$ cat src/rtl/soc_addr_router.sv
`timescale 1ns/1ps
// -----------------------------------------------------------------------------
// soc_addr_router
// Decodes one upstream request at a time against a fixed SoC region map and
// either forwards it to the selected peripheral index or answers it locally
// with a decode-error response.
//
// Ports
//    clk_i, rst_ni                  clock, asynchronous active-low reset
//    req_valid_i/req_ready_o        upstream request handshake
//    req_addr_i/req_id_i/req_we_i   upstream request payload
//    slv_valid_o/slv_ready_i        routed request handshake
//    slv_sel_o                      peripheral index (0..10) of the hit region
//    slv_addr_o/slv_id_o/slv_we_o   routed request payload
//    rsp_valid_o/rsp_ready_i        decode-error response handshake
//    rsp_id_o/rsp_err_o             decode-error response payload
//    err_cnt_o                      saturating count of decode errors
// -----------------------------------------------------------------------------
module soc_addr_router #(
   parameter int          IdWidth    = 4,
   parameter logic [63:0] DramLength = 64'h4000_0000
) (
   input  logic               clk_i,
   input  logic               rst_ni,
   input  logic               req_valid_i,
   output logic               req_ready_o,
   input  logic [63:0]        req_addr_i,
   input  logic [IdWidth-1:0] req_id_i,
   input  logic               req_we_i,
   output logic               slv_valid_o,
   input  logic               slv_ready_i,
   output logic [3:0]         slv_sel_o,
   output logic [63:0]        slv_addr_o,
   output logic [IdWidth-1:0] slv_id_o,
   output logic               slv_we_o,
   output logic               rsp_valid_o,
   input  logic               rsp_ready_i,
   output logic [IdWidth-1:0] rsp_id_o,
   output logic               rsp_err_o,
   output logic [15:0]        err_cnt_o
);

   localparam int NumRegions = 11;

   function automatic logic [63:0] region_base(input int idx);
      case (idx)
         0:       return 64'h8000_0000;
         1:       return 64'h4001_0000;
         2:       return 64'h4000_0000;
         3:       return 64'h3000_0000;
         4:       return 64'h2000_0000;
         5:       return 64'h1800_0000;
         6:       return 64'h1000_0000;
         7:       return 64'h0C00_0000;
         8:       return 64'h0200_0000;
         9:       return 64'h0001_0000;
         default: return 64'h0000_0000;
      endcase
   endfunction

   function automatic logic [63:0] region_length(input int idx);
      case (idx)
         0:       return DramLength;
         1:       return 64'h0000_1000;
         2:       return 64'h0000_1000;
         3:       return 64'h0001_0000;
         4:       return 64'h0080_0000;
         5:       return 64'h0000_1000;
         6:       return 64'h0000_1000;
         7:       return 64'h03FF_FFFF;
         8:       return 64'h000C_0000;
         9:       return 64'h0001_0000;
         default: return 64'h0000_1000;
      endcase
   endfunction

   typedef enum logic [1:0] {
      ST_IDLE = 2'd0,
      ST_FWD  = 2'd1,
      ST_ERR  = 2'd2
   } state_t;

   state_t                  state_reg;
   logic                    req_ready_reg;
   logic                    slv_valid_reg;
   logic [3:0]              slv_sel_reg;
   logic [63:0]             slv_addr_reg;
   logic [IdWidth-1:0]      slv_id_reg;
   logic                    slv_we_reg;
   logic                    rsp_valid_reg;
   logic [IdWidth-1:0]      rsp_id_reg;
   logic                    rsp_err_reg;
   logic [15:0]             err_cnt_reg;

   logic [NumRegions-1:0]   region_hit;
   logic [3:0]              hit_sel;
   logic                    hit_any;

   // Compares are done at 65 bits so base+length can never wrap.
   logic [64:0] addr_ext;
   assign addr_ext = {1'b0, req_addr_i};

   generate
      for (genvar gi = 0; gi < NumRegions; gi++) begin : g_region
         localparam logic [64:0] RegionLo = {1'b0, region_base(gi)};
         localparam logic [64:0] RegionHi = RegionLo + {1'b0, region_length(gi)};
         assign region_hit[gi] = (addr_ext >= RegionLo) && (addr_ext < RegionHi);
      end
   endgenerate

   // Regions are disjoint, so at most one bit of region_hit is set.
   always_comb begin
      hit_sel = 4'd0;
      for (int i = 0; i < NumRegions; i++) begin
         if (region_hit[i]) begin
            hit_sel = 4'(i);
         end
      end
   end

   assign hit_any = |region_hit;

   always_ff @(posedge clk_i or negedge rst_ni) begin
      if (!rst_ni) begin
         state_reg     <= ST_IDLE;
         req_ready_reg <= 1'b1;
         slv_valid_reg <= 1'b0;
         slv_sel_reg   <= 4'd0;
         slv_addr_reg  <= 64'd0;
         slv_id_reg    <= '0;
         slv_we_reg    <= 1'b0;
         rsp_valid_reg <= 1'b0;
         rsp_id_reg    <= '0;
         rsp_err_reg   <= 1'b0;
         err_cnt_reg   <= 16'd0;
      end else begin
         case (state_reg)
            ST_IDLE: begin
               if (req_valid_i) begin
                  req_ready_reg <= 1'b0;
                  if (hit_any) begin
                     // Payload registers only move on a hit so the slave
                     // side keeps its last routed request otherwise.
                     state_reg     <= ST_FWD;
                     slv_valid_reg <= 1'b1;
                     slv_sel_reg   <= hit_sel;
                     slv_addr_reg  <= req_addr_i;
                     slv_id_reg    <= req_id_i;
                     slv_we_reg    <= req_we_i;
                  end else begin
                     state_reg     <= ST_ERR;
                     rsp_valid_reg <= 1'b1;
                     rsp_err_reg   <= 1'b1;
                     rsp_id_reg    <= req_id_i;
                     if (err_cnt_reg != 16'hFFFF) begin
                        err_cnt_reg <= err_cnt_reg + 16'd1;
                     end
                  end
               end
            end
            ST_FWD: begin
               if (slv_ready_i) begin
                  state_reg     <= ST_IDLE;
                  slv_valid_reg <= 1'b0;
                  req_ready_reg <= 1'b1;
               end
            end
            ST_ERR: begin
               if (rsp_ready_i) begin
                  // Response fields return to zero whenever rsp_valid_o is low.
                  state_reg     <= ST_IDLE;
                  rsp_valid_reg <= 1'b0;
                  rsp_err_reg   <= 1'b0;
                  rsp_id_reg    <= '0;
                  req_ready_reg <= 1'b1;
               end
            end
            default: begin
               state_reg     <= ST_IDLE;
               req_ready_reg <= 1'b1;
               slv_valid_reg <= 1'b0;
               rsp_valid_reg <= 1'b0;
               rsp_err_reg   <= 1'b0;
               rsp_id_reg    <= '0;
            end
         endcase
      end
   end

   assign req_ready_o = req_ready_reg;
   assign slv_valid_o = slv_valid_reg;
   assign slv_sel_o   = slv_sel_reg;
   assign slv_addr_o  = slv_addr_reg;
   assign slv_id_o    = slv_id_reg;
   assign slv_we_o    = slv_we_reg;
   assign rsp_valid_o = rsp_valid_reg;
   assign rsp_id_o    = rsp_id_reg;
   assign rsp_err_o   = rsp_err_reg;
   assign err_cnt_o   = err_cnt_reg;

endmodule
$ cat config.mk
export PLATFORM = sky130hd
export DESIGN_NAME = soc_addr_router
export DESIGN_NICKNAME = d
export VERILOG_FILES = /design/src/rtl/soc_addr_router.sv
export SDC_FILE = /design/constraint.sdc
export NUM_CORES = 1
export LEC_CHECK = 0
export ABC_AREA = 1
export BUFFER_PORTS_ARGS = -buffer_cell sky130_fd_sc_hd__buf_2
export CORE_MARGIN = 4
export CORE_UTILIZATION = 46
export CTS_CLUSTER_DIAMETER = 100
export DETAILED_ROUTE_END_ITERATION = 10
export PLACE_DENSITY_LB_ADDON = 0.1
export SKIP_CTS_REPAIR_TIMING = 1
export SLEW_MARGIN = 10
export SYNTH_ARGS = -nofsm -noshare
export SYNTH_HDL_FRONTEND = slang
export SYNTH_SLANG_ARGS = --single-unit
export TNS_END_PERCENT = 20
$ cat constraint.sdc
create_clock -name clk_i -period 2.2 [get_ports clk_i]
set_clock_uncertainty 0.15 [all_clocks]
set_input_delay 0 -clock clk_i [delete_from_list [all_inputs] [get_ports clk_i]]
set_output_delay 0 -clock clk_i [all_outputs]
set_load 0.05 [all_outputs]
# Word-level counts from Yosys, hierarchy flattened
# Index checks and enable logic that the tools add are counted.
[word_totals]
register_bits = 98
input_bits = 74
out_inout_bits = 97
elab_cells = 93
[op_classes]
add_sub_neg = 1
order_cmp = 22
eq_ne = 8
muxes = 31
n_bitwise = 3
reduce_logical = 18
[op_table]
columns = ["cell", "count"]
rows = [
  ["greater-or-equal comparator 64 x 29 -> 1 bit (second input constant)", 2],
  ["greater-or-equal comparator 64 x 30 -> 1 bit (second input constant)", 2],
  ["greater-or-equal comparator 64 x 31 -> 1 bit (second input constant)", 2],
  ["less-than comparator 64 x 29 -> 1 bit (second input constant)", 2],
  ["less-than comparator 64 x 30 -> 1 bit (second input constant)", 2],
  ["less-than comparator 64 x 31 -> 1 bit (second input constant)", 2],
  ["greater-or-equal comparator 64 x 1 -> 1 bit (second input constant)", 1],
  ["greater-or-equal comparator 64 x 17 -> 1 bit (second input constant)", 1],
  ["greater-or-equal comparator 64 x 26 -> 1 bit (second input constant)", 1],
  ["greater-or-equal comparator 64 x 28 -> 1 bit (second input constant)", 1],
  ["greater-or-equal comparator 64 x 32 -> 1 bit (second input constant)", 1],
  ["less-than comparator 64 x 13 -> 1 bit (second input constant)", 1],
  ["less-than comparator 64 x 18 -> 1 bit (second input constant)", 1],
  ["less-than comparator 64 x 26 -> 1 bit (second input constant)", 1],
  ["less-than comparator 64 x 28 -> 1 bit (second input constant)", 1],
  ["less-than comparator 64 x 32 -> 1 bit (second input constant)", 1],
  ["two-way mux 4 bit", 11],
  ["adder 16 x 1 -> 16 bit (second input constant)", 1],
  ["inequality test 16 bit (second input constant)", 1],
  ["one-hot mux 4 bit (3 select lines)", 1],
  ["AND reduction 4 bit", 3],
  ["logical AND 1 bit", 11],
  ["OR reduction 11 bit", 1],
  ["two-way mux 1 bit", 10],
  ["9 further kinds", 22],
]

# Depth between registers and ports, before layout
# Gate-level depths: netlist of run 1.
[depth]
word_depth = 12
mapped_depth = 15
mapped_depth_nobuf = 14

# Worst setup path before layout of run 1
# OpenSTA, ideal clock, no wires.
[synth_timing]
kind = "flip-flop to flip-flop"
from = "register err_cnt_reg[0] (netlist: err_cnt_o[0])"
to = "register err_cnt_reg[3] (netlist: err_cnt_o[3])"
setup_time_ns = 0.120
t_arrival_ns = 2.163
required_ns = 1.930
setup_slack_ns = -0.233
stages_incl_launch_ff = 9
path_buffers = 1
period_less_slack_ns = 2.433
cell_sequence = "dfrtp_1 > ha_1 > nand3_1 > inv_1 > a41oi_1 > nand4_1 > buf_2 > nand2_1 > nand2_1"
[synth_between]
elab_chain_cells = 2
elab_cells_between_ends = 3
cone_classes = "add/sub: 1; eq/ne: 1; reduce/logical: 1"
[synth_rtl]
columns = ["item", "line", "text"]
rows = [
  ["from (decl)", "93", "logic [15:0] err_cnt_reg;"],
  ["from (signal assigned)", "156", "err_cnt_reg <= err_cnt_reg + 16'd1;"],
  ["branches (longest 2 deep; another with adder 16 x 1 -> 16 bit)", "-", ""],
]
# Several ways; the timed one is not identified.
# A chain may end at the register's enable or synchronous reset.

# Worst setup path after layout of run 1
[layout_timing]
from = "input port req_addr_i[3]"
to = "register slv_addr_reg[52] (netlist: slv_addr_o[52])"
[layout_between]
elab_chain_cells = 4
elab_cells_between_ends = 35
cone_classes = "order compare: 22; reduce/logical: 13"
[layout_rtl]
columns = ["item", "line", "text"]
rows = [
  ["from (decl)", "27", "input logic [63:0] req_addr_i,"],
  ["greater-or-equal comparator 64 x 32 -> 1 bit, or another cell as far along", "107", "assign region_hit[gi] = (addr_ext >= RegionLo) && (addr_ext < RegionHi);"],
  ["logical AND 1 bit", "107", ""],
  ["OR reduction 11 bit *", "121", "assign hit_any = |region_hit;"],
  ["AND reduction 3 bit (no source line) *", "-", ""],
  ["to (signal assigned)", "147", "slv_addr_reg <= req_addr_i;"],
  ["to (decl)", "87", "logic [63:0] slv_addr_reg;"],
]
# Mark *: on every way between the ends. The rest lies on a longest branch, timed or not.

==> flow_summary.yaml, run 1 <==
status:
  status: "finished, final reports clean"
synth:
  syn-instance-count: 655
  synth_edf_count: 0
  ys.flop_type: "dfrtp_1"
  yosysTopAreaCell: "dfrtp_1"
  synth.avg_cell_area_um2: 7.595
  synth.top_cell.area_share: 0.4879
  ys_async_sr_fraction: 1.000
  synth.area.top_cells: "dfrtp_1 (49%), nand2_1 (18%), nand4_1 (10%)"
  yosysUniqueCellTypes: 29
  synth_seq_cells: 98
  synth_nets: 730
  ys_seq_area_frac: 0.4932
  syn_area_um2: 4975
  ys_warn_count: 0
floorplanning:
  chipHeight_um: 112.0
  core_area_um2: 10420
  die_w_um: 112.0
  io_pins: 171
  die_area_um2: 12540
  start_util: 0.4776
  fp-row-count: 37
grt:
  grt_max_degree: 64
  grt_pass1_wl_um: 23420
  antenna_found_initial: 0
  grt_pass1_vias: 4699
  overflow: 0
  grt_usage: 0.2275
critical_path:
  rr_endpoint: "err_cnt_o[7]$_DFFE_PN0P_"
  cp-start-kind: "input pin"
  r2r_start: "err_cnt_o[0]$_DFFE_PN0P_"
  worstRegToRegCells: 8
  crit_required_ps: 2370
  path_class: "in -> reg"
  critPathMaxFanout: 62
  arrival_ps: 2160
  rrSetupSlack_ps: 320
  endpoint: "slv_addr_o[52]$_DFFE_PN0P_"
  crit_path_end_kind: "register"
  worstSetupStartpoint: "req_addr_i[3]"
sta:
  tightest_slew_ps: 685.7
  setup_viol: 0
  rsz0062_at_grt: "false"
  max-slew-margin-rel: 0.5429
  max_clock_freq_mhz: 501.5
  report.final.slew_viol_count: 0
  hold_viol: 0
  setup_tns_ps: 0
  post-route-period-util: 0.9064
  holdWs_ps: 10.05
  layout_min_cycle_time_ps: 1994
detailed_routing:
  wl_um: 14580
  wl_per_cell_um: 14.51
  num_vias: 5119
  ant_nets: 0
  drt_first_pass_iters: 5
  avgViaCountPerCell: 5.094
  drt-initial-drc-count: 389
  drc_errors: 0
layout:
  diodes: 0
  final_layout_size_suffix_gt1_frac: 0.2624
  nets: 939
  syn_to_final_growth_pct: 33.45
  stdcell_count: 1005
  largest_register_ff_count: 64
power:
  swShare: 0.3387
  p_switching_uw: 1303
  leakagePower_uw: 0.003944
  ir_worst_vdd_uv: 444.2
  pwr-share-comb: 0.199
  clkPwrFrac: 0.300
  internal_power_uw: 2544
  powerDensity_nw_per_um2: 579.3
  seqPwrFrac: 0.501
clock_tree:
  clkLatencyLatePin_ps: 370
  cts_tree: "built"
  cts_buffer_depth: 2
  clockRootBuffer: "clkbuf_8"
  clock-sinks: 98
  clk_pin_slew_worst_paths_ps: 110
  cts_buffers: 9
  cts_max_level: 3
place:
  io_buffers: 170
  dp_hpwl_um: 10490
  gp_congestion: 0.9308
  placed_cells: 948
worst_hold_path:
  min_path_type: "in -> async"
job:
  drv_cap: 0
## through the flow
stage | util | setup WS, ps | total power [µW] | area (µm²)
global placement | 0.5793 | 171.2 | 2666 | 6035
finish | 0.6374 | 205.8 | 3846 | 6639
CTS | 0.5980 | 320.0 | 3822 | 6228
detailed placement | 0.5793 | 115.2 | 2673 | 6035
floorplan | - | 21.22 | 2400 | 4986
global route | 0.6374 | 12.15 | 4047 | 6639
## how the worst min path moves through the flow
stage,endpoint,slack [ps]
final,slv_addr_o[22]$_DFFE_PN0P_,10
after global routing,slv_addr_o[22]$_DFFE_PN0P_,40
after CTS,slv_addr_o[45]$_DFFE_PN0P_,-530
after floorplan,err_cnt_o[0]$_DFFE_PN0P_,-450
after detailed placement,slv_addr_o[45]$_DFFE_PN0P_,-110
after global placement,slv_addr_o[45]$_DFFE_PN0P_,-120
## power groups by stage
| stage | logic (µW) | registers, µW | clock network (µW) |
|---|---|---|---|
| final | 764 | 1930 | 1150 |
| after global routing | 845 | 1940 | 1260 |
| after CTS | 710 | 1930 | 1180 |
| after detailed placement | 709 | 1960 | 0 |
| after global placement | 704 | 1960 | 0 |
| after floorplan | 251 | 2150 | 0 |
## critical path, stage by stage
cell and delay, ps:
dlygate4sd3_1 520, buf_2 120, nand4_1 140, nor2_1 130
nand2_1 70, nand4_1 120, nand2_1 80, nor2_2 220
nand3_2 200, nand3_4 120, buf_12 260, nand2_1 100
inv_1 60
## cell families (layout without fill, tap and decap cells)
kind of cell	count (synthesis)	count (layout)	synth area share
adders and majority gates	1	1	0.002515
xor gates and xnor gates	14	14	0.02465
and+or+nand+nor	427	427	0.3833
AOI/OAI and AO/OA	9	9	0.01056
DFF	98	98	0.4932
buffers and inverters	106	320	0.08576
## placed cells by master (no fill, tap or decap), drive strengths merged
| cell type | n |
|---|---|
| ha | 1 |
| nor3b | 1 |
| clkbuf | 9 |
| nand4 | 80 |
| a21oi | 2 |
| nor3 | 9 |
| nor4 | 2 |
| dfrtp | 97 |
| dlygate4sd3 | 41 |
| o21ai | 5 |
| clkinv | 2 |
| buf | 186 |
| inv | 81 |
| clkinvlp | 1 |
| a41oi | 1 |
| nor2 | 74 |
| xor2 | 11 |
| nand3 | 22 |
| o2111ai | 1 |
| dfstp | 1 |
| xnor2 | 3 |
| nand3b | 1 |
| nand2 | 238 |
## metal layers
| metal | wire [µm] | GRT usage |
|---|---|---|
| met2 | 7096 | 0.3713 |
| met5 | 0 | 0 |
| met4 | 246 | 0.07612 |
| met3 | 906 | 0.04130 |
| met1 | 6334 | 0.3080 |
## area by class of cell
class	instances	area (µm²)
clock buffer	9	123.9
timing repair buffer	227	1421
multi-input combinational	451	2107
sequential	98	2457
clock inverter	7	70.07
inverter	77	289.0
tap	136	170.2
fill	920	3777
## cells in the mapped netlist, drive strengths merged, types with 2 or more instances
library cell and count:
clkbuf 12, o21ai 5, nor4 2, nand4 80
dfrtp 97, a21oi 2, nor2 74, inv 77
xnor2 3, nand3 22, buf 17, nor3 9
nand2 238, xor2 11
(Power assumes the default switching activity.)
==> run 2: changes to the inputs <==
--- a/config.mk
+++ b/config.mk
@@ -5,10 +5,9 @@
 export SDC_FILE = /design/constraint.sdc
 export NUM_CORES = 1
 export LEC_CHECK = 0
-export ABC_AREA = 1
 export BUFFER_PORTS_ARGS = -buffer_cell sky130_fd_sc_hd__buf_2
 export CORE_MARGIN = 4
-export CORE_UTILIZATION = 46
+export CORE_UTILIZATION = 43
 export CTS_CLUSTER_DIAMETER = 100
 export DETAILED_ROUTE_END_ITERATION = 10
 export PLACE_DENSITY_LB_ADDON = 0.1
==> run 2 against run 1 <==
Against the previous run: the run now ends with negative hold slack, negative setup slack left; clock power is 5% higher; worst hold slack worse by 76 ps; critical path type unchanged; core utilization is 4.0 points higher; global-route usage is 3.1 points lower; critical path depth down 5; synthesized area down 17%; routed wire length shrank 23%; non-clock buffer count grew 44; count of clock-buffer cells in the layout up 1; power is 4.2% higher.
==> flow_summary.yaml, run 2 <==
synth:
  yosys-top-cells-count: "dfrtp_1 (97), and2_1 (33), nand2_1 (33)"
  ys_warn_count: 0
  ys.flop_type: "dfrtp_1"
  yosysUniqueCellTypes: 43
  ys_seq_area_frac: 0.5977
  syn-instance-count: 339
  yosysTopAreaCell: "dfrtp_1"
  synthMostInstantiatedCell: "dfrtp_1"
  synth_nets: 414
  synth_edf_count: 0
  ys_async_sr_fraction: 1.000
  synth.avg_cell_area_um2: 12.11
  synth_seq_cells: 98
  syn_area_um2: 4105
  synth.top_cell.area_share: 0.5913
  synth.area.top_cells: "dfrtp_1 (59%), mux2_2 (6.6%), and2_1 (5.0%)"
grt:
  grt_pass1_vias: 3662
  grt_max_degree: 43
  grt_pass1_wl_um: 17920
  grt_usage: 0.1965
  overflow: 0
  antenna_found_initial: 0
floorplanning:
  io_pins: 171
  die_area_um2: 11170
  start_util: 0.4422
  core_area_um2: 9284
  chipHeight_um: 105.7
  die_w_um: 105.7
  fp-row-count: 35
critical_path:
  worstSetupStartpoint: "req_addr_i[17]"
  r2r_start: "err_cnt_o[5]$_DFFE_PN0P_"
  arrival_ps: 2310
  cp-start-kind: "input pin"
  worstRegToRegCells: 8
  critPathMaxFanout: 27
  path_class: "in -> reg"
  rrSetupSlack_ps: 90
  crit_path_end_kind: "register"
  rr_endpoint: "err_cnt_o[12]$_DFFE_PN0P_"
  crit_required_ps: 2300
place:
  placed_area_um2: 5547
  io_buffers: 170
  gp_congestion: 0.7966
  dp_hpwl_um: 8241
detailed_routing:
  drt_first_pass_iters: 4
  highest_layer: "met4"
  drt-initial-drc-count: 139
  num_vias: 3579
  wl_per_cell_um: 15.02
  met2_length_um: 5635
  ant_nets: 0
  routed-wl-met3_um: 713
  drc_errors: 0
  wl_um: 11180
  avgViaCountPerCell: 4.810
  wl_met1_um: 4704
worst_hold_path:
  hold_end: "slv_sel_o[1]$_DFFE_PN0P_"
  min_path_type: "in -> reg"
  hp-start: "req_addr_i[55]"
  hold_path_depth: 6
clock_tree:
  clock-sinks: 98
  clk_pin_slew_worst_paths_ps: 90
  cts_buffers: 9
  clkLatencyLatePin_ps: 360
  clockRootBuffer: "clkbuf_8"
  cts_buffer_depth: 2
  cts_max_level: 3
  cts_tree: "built"
sta:
  worst_slack_ps: -8.375
  hold_viol: 3
  max-slew-margin-rel: 0.6499
  holdWs_ps: -66.43
  tightest_slew_ps: 519.6
  layout_min_cycle_time_ps: 2208
  post-route-period-util: 1.004
  setup_viol: 5
  report.final.slew_viol_count: 0
  rsz0062_at_grt: "true"
  max_clock_freq_mhz: 452.8
layout:
  nets: 685
  fin_area_um2: 6292
  final_common_cell: "buf_2"
  final_layout_size_suffix_gt1_frac: 0.4943
  final_cell_mix: "buf_2 (167), dfrtp_1 (97), buf_4 (55)"
  diodes: 0
  syn_to_final_growth_pct: 53.28
  largest_register_ff_count: 64
  finish.utilization: 0.6778
job:
  drv_cap: 0
power:
  ir_worst_vdd_uv: 344.6
  leakagePower_uw: 0.003491
  powerDensity_nw_per_um2: 637.0
status:
  violations: "negative hold slack, negative setup slack"
  status: "finished, violations left"
run 2: stage by stage:
| stage | worst slack, ps | hold WS (ps) | TNS, ps | std cells | total power (µW) |
|---|---|---|---|---|---|
| 2_1_floorplan | -179.8 | -445.6 | -7622 | 339 | 2419 |
| 3_3_place_gp | -378.6 | -141.3 | -26380 | 685 | 2753 |
| 3_5_place_dp | -405.4 | -138.1 | -28350 | 685 | 2768 |
| 4_1_cts | -12.10 | -548.5 | -47.57 | 701 | 3984 |
| 5_1_grt | -76.61 | 0.7108 | -1240 | 744 | 4220 |
| 6_report | -8.375 | -66.43 | -16.87 | 744 | 4008 |
run 2: where the power goes:
group	leakage [µW]	total, µW	switching (µW)	internal [µW]
Sequential	0.00135	1940	58.6	1880
Combinational	0.00205	856	538	319
Clock	0.0000995	1210	646	567
Total	0.00349	4010	1240	2770
run 2: worst max-delay path by stage:
| stage | depth (start not counted) | end | slack, ps |
|---|---|---|---|
| final | 8 | slv_addr_o[16]$_DFFE_PN0P_ | -8 |
| after detailed placement | 8 | slv_addr_o[16]$_DFFE_PN0P_ | -410 |
| after global routing | 8 | err_cnt_o[11]$_DFFE_PN0P_ | -80 |
| after global placement | 8 | slv_addr_o[3]$_DFFE_PN0P_ | -380 |
| after floorplan | 8 | slv_addr_o[11]$_DFFE_PN0P_ | -180 |
| after CTS | 8 | slv_addr_o[16]$_DFFE_PN0P_ | -10 |
run 2: cell type report:
cell class	count	area (µm²)
Inverter	6	22.52
Multi-Input combinational cell	224	1664
Tap cell	129	161.4
Clock buffer	10	137.6
Timing Repair Buffer	271	1782
Sequential cell	98	2454
Fill cell	756	2992
Clock inverter	6	71.32
run 2: worst max-delay path, stage by stage:
cell     delay, ps
buf_6           90
or4_4          540
or4b_4         560
a21oi_4        160
nor2_2          50
a311o_2        400
buf_12         200
mux2_4         300
run 2: routing by layer:
metal / up-vias / GRT usage
li1: 1748 / -
met1: 1706 / 0.2531
met2: 113 / 0.3297
met3: 12 / 0.04899
met4: 0 / 0.05550
met5: - / 0
run 2: cells by family after synthesis:
family	count (synthesis)	share of synthesized area
fa+ha+maj	1	0.003047
flops	98	0.5977
mux	37	0.1085
compound gates	31	0.05151
buf+inv	17	0.02194
simple gates	140	0.1853
xor+xnor	15	0.03200
==> run 3: changes to the inputs <==
--- a/config.mk
+++ b/config.mk
@@ -6,6 +6,7 @@
 export NUM_CORES = 1
 export LEC_CHECK = 0
 export BUFFER_PORTS_ARGS = -buffer_cell sky130_fd_sc_hd__buf_2
+export CORE_ASPECT_RATIO = 1.4
 export CORE_MARGIN = 4
 export CORE_UTILIZATION = 43
 export CTS_CLUSTER_DIAMETER = 100
==> run 3 against run 2 <==
Against the previous run: die area up 0.20%; global-route usage about the same; the run still ends with negative hold slack, negative setup slack left; highest routed layer unchanged; clock power up 33%; core utilization up 0.82 points; critical endpoint is now slv_addr_o[3]$_DFFE_PN0P_; largest cell class unchanged.
==> flow_summary.yaml, run 3 (same netlist as run 2, synthesis figures left out) <==
sta:
  post-route-period-util: 1.038
  setup_tns_ps: -1131
  tightest_slew_ps: 531.4
  max-slew-margin-rel: 0.6420
  max_clock_freq_mhz: 438.1
  report.final.slew_viol_count: 0
  hold_viol: 2
  rsz0062_at_grt: "true"
  worst_slack_ps: -82.66
  holdWs_ps: -11.77
  setup_viol: 30
  layout_min_cycle_time_ps: 2283
clock_tree:
  cts_buffer_depth: 2
  cts_max_level: 3
  cts_tree: "built"
  clockRootBuffer: "clkbuf_16"
  clkLatencyLatePin_ps: 340
  clock-sinks: 98
  clk_pin_slew_worst_paths_ps: 60
  cts_buffers: 9
place:
  gp_congestion: 0.8489
  post-place-ws_ps: -408.6
  io_buffers: 170
  dp_hpwl_um: 8362
worst_hold_path:
  min_path_type: "in -> reg"
  hp-start: "req_addr_i[41]"
  hold_path_depth: 6
  hold_end: "slv_sel_o[3]$_DFFE_PN0P_"
grt:
  overflow: 0
  use_met2: 0.3485
  grt_pass1_vias: 3507
  grt_pass1_wl_um: 17390
  grt_usage: 0.1965
  antenna_found_initial: 0
  grt_use_met1: 0.2286
  grt_max_degree: 59
  grt_use_met3: 0.06405
  grt.busiest_layer: "met2"
layout:
  syn_to_final_growth_pct: 53.43
  finish.utilization: 0.6859
  final_common_cell: "buf_2"
  largest_register_ff_count: 64
  final_layout_size_suffix_gt1_frac: 0.4720
  fill_cells: 725
  diodes: 0
  nets: 678
  final_cell_mix: "buf_2 (168), dfrtp_1 (97), buf_4 (46)"
detailed_routing:
  wl_per_cell_um: 15.93
  ant_nets: 0
  drc_errors: 0
  num_vias: 3571
  drt-initial-drc-count: 93
  wl_um: 11390
  avgViaCountPerCell: 4.994
  drt_first_pass_iters: 4
floorplanning:
  chipHeight_um: 123.6
  io_pins: 171
  core_area_um2: 9183
  fp-row-count: 41
  start_util: 0.4471
  die_w_um: 90.58
  die_area_um2: 11200
critical_path:
  r2r_start: "err_cnt_o[5]$_DFFE_PN0P_"
  rrSetupSlack_ps: 90
  critPathMaxFanout: 18
  cp-start-kind: "input pin"
  crit_path_end_kind: "register"
  rr_endpoint: "err_cnt_o[1]$_DFFE_PN0P_"
  worstRegToRegCells: 7
  crit_required_ps: 2270
  path_class: "in -> reg"
  arrival_ps: 2350
power:
  powerDensity_nw_per_um2: 699.8
  pwr-share-comb: 0.194
  seqPwrFrac: 0.439
  swShare: 0.2868
  internal_power_uw: 3143
  leakagePower_uw: 0.003513
  ir_worst_vdd_uv: 452.7
  p_switching_uw: 1264
  clkPwrFrac: 0.366
status:
  violations: "negative hold slack, negative setup slack"
  status: "finished, violations left"
job:
  drv_cap: 0
==> run 3: layer usage <==
metal | vias up | part of all wire
met5 | - | 0
met4 | 0 | 0.011
met3 | 12 | 0.065
met2 | 119 | 0.53
met1 | 1706 | 0.40
li1 | 1734 | -
==> run 3: layout make-up <==
type / instances / area [µm²] / area share
flip-flops and latches: 98 / 2454 / 0.3896
repair buffers: 264 / 1760 / 0.2795
multi-input cells: 224 / 1615 / 0.2565
clock buffers: 11 / 252.7 / 0.04013
well taps: 107 / 133.9 / 0.02126
clock inverters: 5 / 60.06 / 0.009535
inverters: 6 / 22.52 / 0.003576
==> run 3: worst max path at each step <==
stage | start | end | slack, ps
2_1_floorplan | req_addr_i[17] | slv_addr_o[11]$_DFFE_PN0P_ | -180
3_3_place_gp | req_addr_i[17] | slv_sel_o[0]$_DFFE_PN0P_ | -420
3_5_place_dp | req_addr_i[17] | slv_addr_o[41]$_DFFE_PN0P_ | -410
4_1_cts | req_addr_i[17] | slv_addr_o[41]$_DFFE_PN0P_ | -50
5_1_grt | req_addr_i[17] | slv_addr_o[3]$_DFFE_PN0P_ | -120
6_report | req_addr_i[17] | slv_addr_o[3]$_DFFE_PN0P_ | -80
==> run 3: power by group through the flow <==
stage / Clock, µW / Combinational, µW / Sequential, µW
floorplan: 0 / 171 / 2250
global placement: 0 / 788 / 1960
detailed placement: 0 / 798 / 1970
CTS: 1660 / 799 / 1940
global route: 1740 / 922 / 1950
finish: 1610 / 857 / 1940
==> run 3: worst max-delay path: stages <==
cell and delay, ps:
buf_6 90, or4_4 540, or4b_4 550, a21oi_4 160, nor2_2 50, a311o_2 400, buf_4 240, mux2_4 310
==> run 3: stage by stage <==
stage	area, µm²	std cells	total power, µW
after global routing	6299	715	4608
after global placement	5431	653	2753
final	6299	715	4408
after floorplan	4120	339	2419
after CTS	5744	669	4391
after detailed placement	5431	653	2769
